==> src/rtl/axis_packetizer.sv <==
// axis_packetizer: frames a continuous AXI-Stream word source into packets.
// A one-word hold register (H) keeps the newest beat back until it is known
// whether it closes the packet (length reached or the input went idle), and
// an output register (O) drives the master port directly.
module axis_packetizer #(
  parameter int DATA_WIDTH = 32,
  parameter int LEN_WIDTH  = 8,
  parameter int TMO_WIDTH  = 16
) (
  input  logic                  aclk,
  input  logic                  areset,
  input  logic [LEN_WIDTH-1:0]  cfg_pkt_len,
  input  logic [TMO_WIDTH-1:0]  cfg_timeout,
  input  logic [DATA_WIDTH-1:0] s_axis_tdata,
  input  logic                  s_axis_tvalid,
  output logic                  s_axis_tready,
  output logic [DATA_WIDTH-1:0] m_axis_tdata,
  output logic                  m_axis_tlast,
  output logic                  m_axis_tvalid,
  input  logic                  m_axis_tready,
  output logic                  idle,
  output logic                  pkt_done,
  output logic                  pkt_timeout
);

  localparam logic [LEN_WIDTH-1:0] LEN_ONE  = LEN_WIDTH'(1);
  localparam logic [LEN_WIDTH-1:0] LEN_ZERO = {LEN_WIDTH{1'b0}};
  localparam logic [TMO_WIDTH-1:0] TMO_ONE  = TMO_WIDTH'(1);
  localparam logic [TMO_WIDTH-1:0] TMO_ZERO = {TMO_WIDTH{1'b0}};
  localparam logic [TMO_WIDTH-1:0] TMO_MAX  = {TMO_WIDTH{1'b1}};

  // Hold register H
  logic [DATA_WIDTH-1:0] h_data_r;
  logic                  h_valid_r;

  // Output register O
  logic [DATA_WIDTH-1:0] o_data_r;
  logic                  o_last_r;
  logic                  o_valid_r;

  // Beat counter and idle timer
  logic [LEN_WIDTH-1:0]  cnt_r;
  logic [TMO_WIDTH-1:0]  timer_r;

  // Registered status pulses
  logic                  pkt_done_r;
  logic                  pkt_timeout_r;

  // Combinational decode
  logic                  o_free_s;
  logic [LEN_WIDTH-1:0]  len_m1_s;
  logic                  h_final_s;
  logic                  tmo_en_s;
  logic [TMO_WIDTH-1:0]  tmo_m1_s;
  logic                  tmo_hit_s;
  logic                  close_s;
  logic                  h_move_s;
  logic                  in_ready_s;
  logic                  accept_s;
  logic                  m_last_hs_s;
  logic [LEN_WIDTH-1:0]  cnt_nxt_s;
  logic [TMO_WIDTH-1:0]  timer_nxt_s;

  // Decode the move/close conditions from the current register state.
  // Length arithmetic wraps modulo 2**LEN_WIDTH so a length of 0 means a
  // full 2**LEN_WIDTH-beat packet.
  always_comb begin
    o_free_s    = !o_valid_r || m_axis_tready;
    len_m1_s    = cfg_pkt_len - LEN_ONE;
    h_final_s   = (cnt_r == len_m1_s);
    tmo_en_s    = (cfg_timeout != TMO_ZERO);
    tmo_m1_s    = cfg_timeout - TMO_ONE;
    // A new input word always wins over an expiring timer.
    tmo_hit_s   = tmo_en_s && h_valid_r && !s_axis_tvalid && (timer_r >= tmo_m1_s);
    close_s     = h_final_s || tmo_hit_s;
    h_move_s    = h_valid_r && o_free_s && (h_final_s || s_axis_tvalid || tmo_hit_s);
    in_ready_s  = !areset && (!h_valid_r || h_move_s);
    accept_s    = s_axis_tvalid && in_ready_s;
    m_last_hs_s = o_valid_r && m_axis_tready && o_last_r;
  end

  // Next beat count: restart after a packet closes, advance on other moves.
  always_comb begin
    cnt_nxt_s = cnt_r;
    if (h_move_s) begin
      if (close_s) begin
        cnt_nxt_s = LEN_ZERO;
      end else begin
        cnt_nxt_s = cnt_r + LEN_ONE;
      end
    end else begin
      cnt_nxt_s = cnt_r;
    end
  end

  // Next idle-timer value: clear on any traffic, otherwise count up while a
  // word waits in H, saturating so it never wraps back below the threshold.
  always_comb begin
    timer_nxt_s = timer_r;
    if (accept_s || h_move_s) begin
      timer_nxt_s = TMO_ZERO;
    end else if (h_valid_r && (timer_r != TMO_MAX)) begin
      timer_nxt_s = timer_r + TMO_ONE;
    end else begin
      timer_nxt_s = timer_r;
    end
  end

  // Hold register: load on input handshake, empty when its word moves to O.
  always_ff @(posedge aclk or posedge areset) begin
    if (areset) begin
      h_data_r  <= {DATA_WIDTH{1'b0}};
      h_valid_r <= 1'b0;
    end else if (accept_s) begin
      h_data_r  <= s_axis_tdata;
      h_valid_r <= 1'b1;
    end else if (h_move_s) begin
      h_valid_r <= 1'b0;
    end
  end

  // Output register: take the held word, or drain once the consumer took it.
  always_ff @(posedge aclk or posedge areset) begin
    if (areset) begin
      o_data_r  <= {DATA_WIDTH{1'b0}};
      o_last_r  <= 1'b0;
      o_valid_r <= 1'b0;
    end else if (h_move_s) begin
      o_data_r  <= h_data_r;
      o_last_r  <= close_s;
      o_valid_r <= 1'b1;
    end else if (o_free_s) begin
      o_valid_r <= 1'b0;
    end
  end

  // Beat counter of the packet currently being framed.
  always_ff @(posedge aclk or posedge areset) begin
    if (areset) begin
      cnt_r <= LEN_ZERO;
    end else begin
      cnt_r <= cnt_nxt_s;
    end
  end

  // Idle timer for the word sitting in H.
  always_ff @(posedge aclk or posedge areset) begin
    if (areset) begin
      timer_r <= TMO_ZERO;
    end else begin
      timer_r <= timer_nxt_s;
    end
  end

  // Status pulses: packet delivered downstream, packet closed by idle timeout.
  always_ff @(posedge aclk or posedge areset) begin
    if (areset) begin
      pkt_done_r    <= 1'b0;
      pkt_timeout_r <= 1'b0;
    end else begin
      pkt_done_r    <= m_last_hs_s;
      pkt_timeout_r <= h_move_s && tmo_hit_s && !h_final_s;
    end
  end

  assign s_axis_tready = in_ready_s;
  assign m_axis_tdata  = o_data_r;
  assign m_axis_tlast  = o_last_r;
  assign m_axis_tvalid = o_valid_r;
  assign idle          = !h_valid_r && !o_valid_r && (cnt_r == LEN_ZERO);
  assign pkt_done      = pkt_done_r;
  assign pkt_timeout   = pkt_timeout_r;

endmodule
==> config.mk <==
export PLATFORM = sky130hd
export DESIGN_NAME = axis_packetizer
export DESIGN_NICKNAME = d
export VERILOG_FILES = /design/src/rtl/axis_packetizer.sv
export SDC_FILE = /design/constraint.sdc
export NUM_CORES = 1
export LEC_CHECK = 0
export CORE_ASPECT_RATIO = 1.75
export CORE_UTILIZATION = 56
export DETAILED_ROUTE_END_ITERATION = 8
export PLACE_DENSITY = 0.86
export SLEW_MARGIN = 0
export SYNTH_ARGS = -nofsm -noshare
export SYNTH_HDL_FRONTEND = slang
export SYNTH_SLANG_ARGS = --single-unit
==> constraint.sdc <==
create_clock -name aclk -period 7.8 [get_ports aclk]
set_clock_uncertainty 0.2 [all_clocks]
set_input_delay 1.56 -clock aclk [delete_from_list [all_inputs] [get_ports aclk]]
set_output_delay 1.56 -clock aclk [all_outputs]
set_load 0.03 [all_outputs]
==> results summary <==
The most numerous cell type found on the critical path is sky130_fd_sc_hd__clkdlybuf4s50_1. The overall overflow remaining after global route is 0. The post-route netlist has 19.5% of its cells at a drive strength greater than 1.

The average detailed-routed wire length per instance is 16.5 microns. In the post-synthesis netlist, the biggest area contributors are sky130_fd_sc_hd__dfrtp_1 (47%), sky130_fd_sc_hd__mux2_2 (11%), sky130_fd_sc_hd__ha_1 (5.4%), sky130_fd_sc_hd__mux2_4 (4.3%), sky130_fd_sc_hd__xnor2_1 (4.3%). In this run, synthesis produced a sequential element count of 93.

The final-report hold violation count is 0. The clock net in this run drives a total of 93 sinks. The required time at the worst-slack endpoint came out at 6040 ps. The worst reg2reg path endpoint is m_axis_tdata[27]$_DFFE_PP0P_. Yosys mapped a number of flops with a built-in enable equal to 0. The final design utilization is 74.6%. Counting instances, the worst hold path has a depth of 1.

STA classifies the critical path endpoint as an output pin. The die outline area came out at 9160 sq um. For this run, the top clock speed supported by timing is 0.138 GHz. Counting both buffers and inverters, the worst setup path holds a total of 3.

The max capacitance violation total is 0. The kind of cell with the highest combined delay along the critical path is simple AND/OR/NAND/NOR gates. Counting every instance in the synthesized netlist gives 413. The standard cell core area came out at 8420 sq um. The setup TNS came out at 0 ps. The clock tree synthesis step divided the H-tree into 3 levels.

The number of global-route vias before repair is 3823. The worst path needs 7270 ps of the cycle, external delays included. 98 I/O pins were placed.

Along the worst path, the maximum fanout reaches 4. The remaining routing DRC violations is 0. The mean cell area of the mapped netlist came out at 11.9 sq um.

The startpoint identified for the worst hold timing path is h_data_r[5]$_DFFE_PP0P_. The HPWL after detailed placement came out at 7410 microns. Setup repair after global routing left no endpoint under its margin. In the final design database the tool counted 590 nets.

For hold timing, the worst endpoint is m_axis_tdata[5]$_DFFE_PP0P_. The die is 126 microns tall. The initial antenna violation count is 0. TritonCTS built the clock tree.

In this run, CTS created clock tree buffers numbering 9. The count of fill cells added during filler insertion came out at 578. By startpoint and endpoint, the worst setup path is classified as in -> out.

The launching element type of the critical path is a primary input. The hold buffer count at cts came out at 0. The share of the clock period used by the worst path came out at 93.2%. The leakage dissipation came out at 2.62 nW. Ranked by instance count, the synthesized netlist is headed by sky130_fd_sc_hd__dfrtp_1 (93), sky130_fd_sc_hd__mux2_2 (50), sky130_fd_sc_hd__nor3_1 (25). The worst reg-to-reg path cell count is 8. The number of nets handed over by synthesis was 494.

The launching element of the worst setup path is cfg_timeout[2]. The run finished with clean final reports. The final wirelength is 10400 microns. The first-pass iteration count of the detailed router is 4. The count of synthesis-stage warnings from yosys is 0. The clock passes through at most 2 buffers. The pin count of the biggest net entering global routing is 79. After synthesis, the netlist uses 55 different library cells. The detailed-route vias per instance is 5.55.

The critical path goes through clkdlybuf4s50_1 > nor2_1 > nand3_1 > or3_1 > nor4_1 > buf_4 > nor2b_1 > xnor2_1 > ha_1 > and4_1 > nand4_1 > o31ai_1 > o31ai_4 > a31o_2 > a21oi_1 > clkdlybuf4s50_1. The number of max-slew violations in the final report is 0. The largest area contributor in the netlist is sky130_fd_sc_hd__dfrtp_1. The startpoint identified for the worst register-to-register timing path is timer_r[10]$_DFFE_PP0P_. The total power divided by cell area is 310 nW/um^2. In this run the post-CTS setup repair buffer count came out at 0. The number of port buffers came out at 97. Summing over every cut layer, the via total after detailed routing is 3492.

The most used flip-flop cell after synthesis is sky130_fd_sc_hd__dfrtp_1. The last weighted congestion value of the routability-driven placer came out at 0.855. The clock network latency to the later pin of the worst-skew pair is 330 ps. For the worst setup path, the data arrival time is 5510 ps. The die boundary width is 72.8 microns. The post-cts gate resize count came out at 0. Clock-pin slew was measured on the worst setup and hold paths at 70 ps.

The site row count came out at 44. The starting DRC count in detailed routing came out at 188. The first-pass GRT wire length came out at 17500 microns.

The reg-to-reg setup timing slack came out at 4310 ps. sky130_fd_sc_hd__dfrtp_1 is the most common cell in the netlist. The largest individual stage delay along the critical path comes from the cell sky130_fd_sc_hd__clkdlybuf4s50_1. The cell area that synthesis handed to floorplanning was 4910 sq um. The path class of the tightest hold or removal check is reg -> reg.

Counting flops with an async set or reset pin after synthesis yields a share of 100%. The area fraction of the dominant cell type after synthesis is 47.4%. The headroom to the max-slew limit is 28.5%.

The slew at the pin closest to its max-slew limit is 1070 ps. For this configuration, the core starts out at a cell density of 58.3%. The critical path's largest stage delay came out at 690 ps. The area growth from synthesis to layout is 28.0%.

The residual antenna-violating net count after detailed routing is 0. The combined global-route utilization of all metal layers is 24.7%. Setup violations remaining at the end of the flow were counted as 0.

The number of antenna diodes in the final layout is 0. IR analysis of the VDD net gives a maximum drop of 0.000300 V. In this run the clock root is driven by a sky130_fd_sc_hd__clkbuf_16. The sequential fraction of the synthesis area came out at 47.4%.
-- power breakdown --
part,switching [W],internal (W),total [W]
sequential,0.000116,0.000630,0.000746
combinational,0.000386,0.000386,0.000772
clock,0.000183,0.000249,0.000432
-- registers in the layout (all words and copies together) (netlist names) --
signal	flops
cnt_r	8
h_data_r	32
h_valid_r	1
m_axis_tdata	32
m_axis_tlast	1
m_axis_tvalid	1
pkt_done	1
pkt_timeout	1
timer_r	16
-- metrics by stage --
step	setup WS, ps	cells	cell area, sq um	hold slack (ps)	power, W
after floorplan	1120	413	4910	254	0.00123
after global placement	590	613	5980	266	0.00150
after detailed placement	527	613	5980	292	0.00152
after CTS	506	629	6280	306	0.00196
after global routing	268	629	6280	321	0.00205
final	532	629	6280	302	0.00195
-- cells in the final DEF, fill, tap and decap left out, types with 2 or more instances in the layout --
master                            instances
sky130_fd_sc_hd__clkbuf_16                9
sky130_fd_sc_hd__clkdlybuf4s50_1         97
sky130_fd_sc_hd__o21a_1                   3
sky130_fd_sc_hd__dfrtp_1                 93
sky130_fd_sc_hd__buf_4                    6
sky130_fd_sc_hd__nor2b_1                  7
sky130_fd_sc_hd__o221a_2                  2
sky130_fd_sc_hd__nand2b_1                 5
sky130_fd_sc_hd__or2_2                    2
sky130_fd_sc_hd__mux2_4                  14
sky130_fd_sc_hd__nor3b_1                  2
sky130_fd_sc_hd__nand3b_1                 2
sky130_fd_sc_hd__mux2_2                  50
sky130_fd_sc_hd__a21oi_1                  5
sky130_fd_sc_hd__nand3_1                 11
sky130_fd_sc_hd__or3_1                    2
sky130_fd_sc_hd__nor4_1                   5
sky130_fd_sc_hd__a21o_1                   5
sky130_fd_sc_hd__nor2_1                  14
sky130_fd_sc_hd__and2_1                   2
sky130_fd_sc_hd__o211ai_1                 4
sky130_fd_sc_hd__nor3_1                  25
sky130_fd_sc_hd__o21ai_0                  8
sky130_fd_sc_hd__nand4_1                 12
sky130_fd_sc_hd__xnor2_1                 24
sky130_fd_sc_hd__clkinvlp_4               3
sky130_fd_sc_hd__a22oi_1                  2
sky130_fd_sc_hd__and4_1                   7
sky130_fd_sc_hd__nand2_1                 16
sky130_fd_sc_hd__ha_1                    21
sky130_fd_sc_hd__xor2_1                  13
sky130_fd_sc_hd__inv_1                    9
sky130_fd_sc_hd__clkinv_2                 2
sky130_fd_sc_hd__and3_1                   5
-- worst max-delay path by stage --
stage / end / cells after the start
floorplan: s_axis_tready / 15
global route: s_axis_tready / 16
CTS: s_axis_tready / 16
global placement: s_axis_tready / 16
detailed placement: s_axis_tready / 16
finish: s_axis_tready / 16
-- layer usage --
metal	vias to the layer above	wire length, microns	global-route usage, %
li1	1683	-	-
met3	24	350	4.72
met2	78	5590	42.4
met4	0	318	11.3
met5	-	0	0
met1	1707	4100	29.4
-- final cells by class --
class                           instances  area, sq um  area share (%)
Multi-Input combinational cell        292         2460            39.1
Sequential cell                        93         2330            37.0
Clock buffer                            9          225            3.58
Tap cell                              115          144            2.29
Timing Repair Buffer                  103         1020            16.2
Clock inverter                          7         75.1            1.19
Inverter                               10         38.8           0.617
-- cell families (layout without fill, tap and decap cells) --
group / count (synthesis) / after routing / share of synthesized area (%)
and+or+nand+nor: 123 / 123 / 14.1
muxes: 66 / 66 / 16.2
buffers and inverters: 28 / 129 / 2.80
adders and majority gates: 21 / 21 / 5.35
DFF: 93 / 93 / 47.4
xor gates and xnor gates: 37 / 37 / 6.60
AOI/OAI and AO/OA: 45 / 45 / 7.59
No activity file was read; power rests on OpenSTA's default activity.
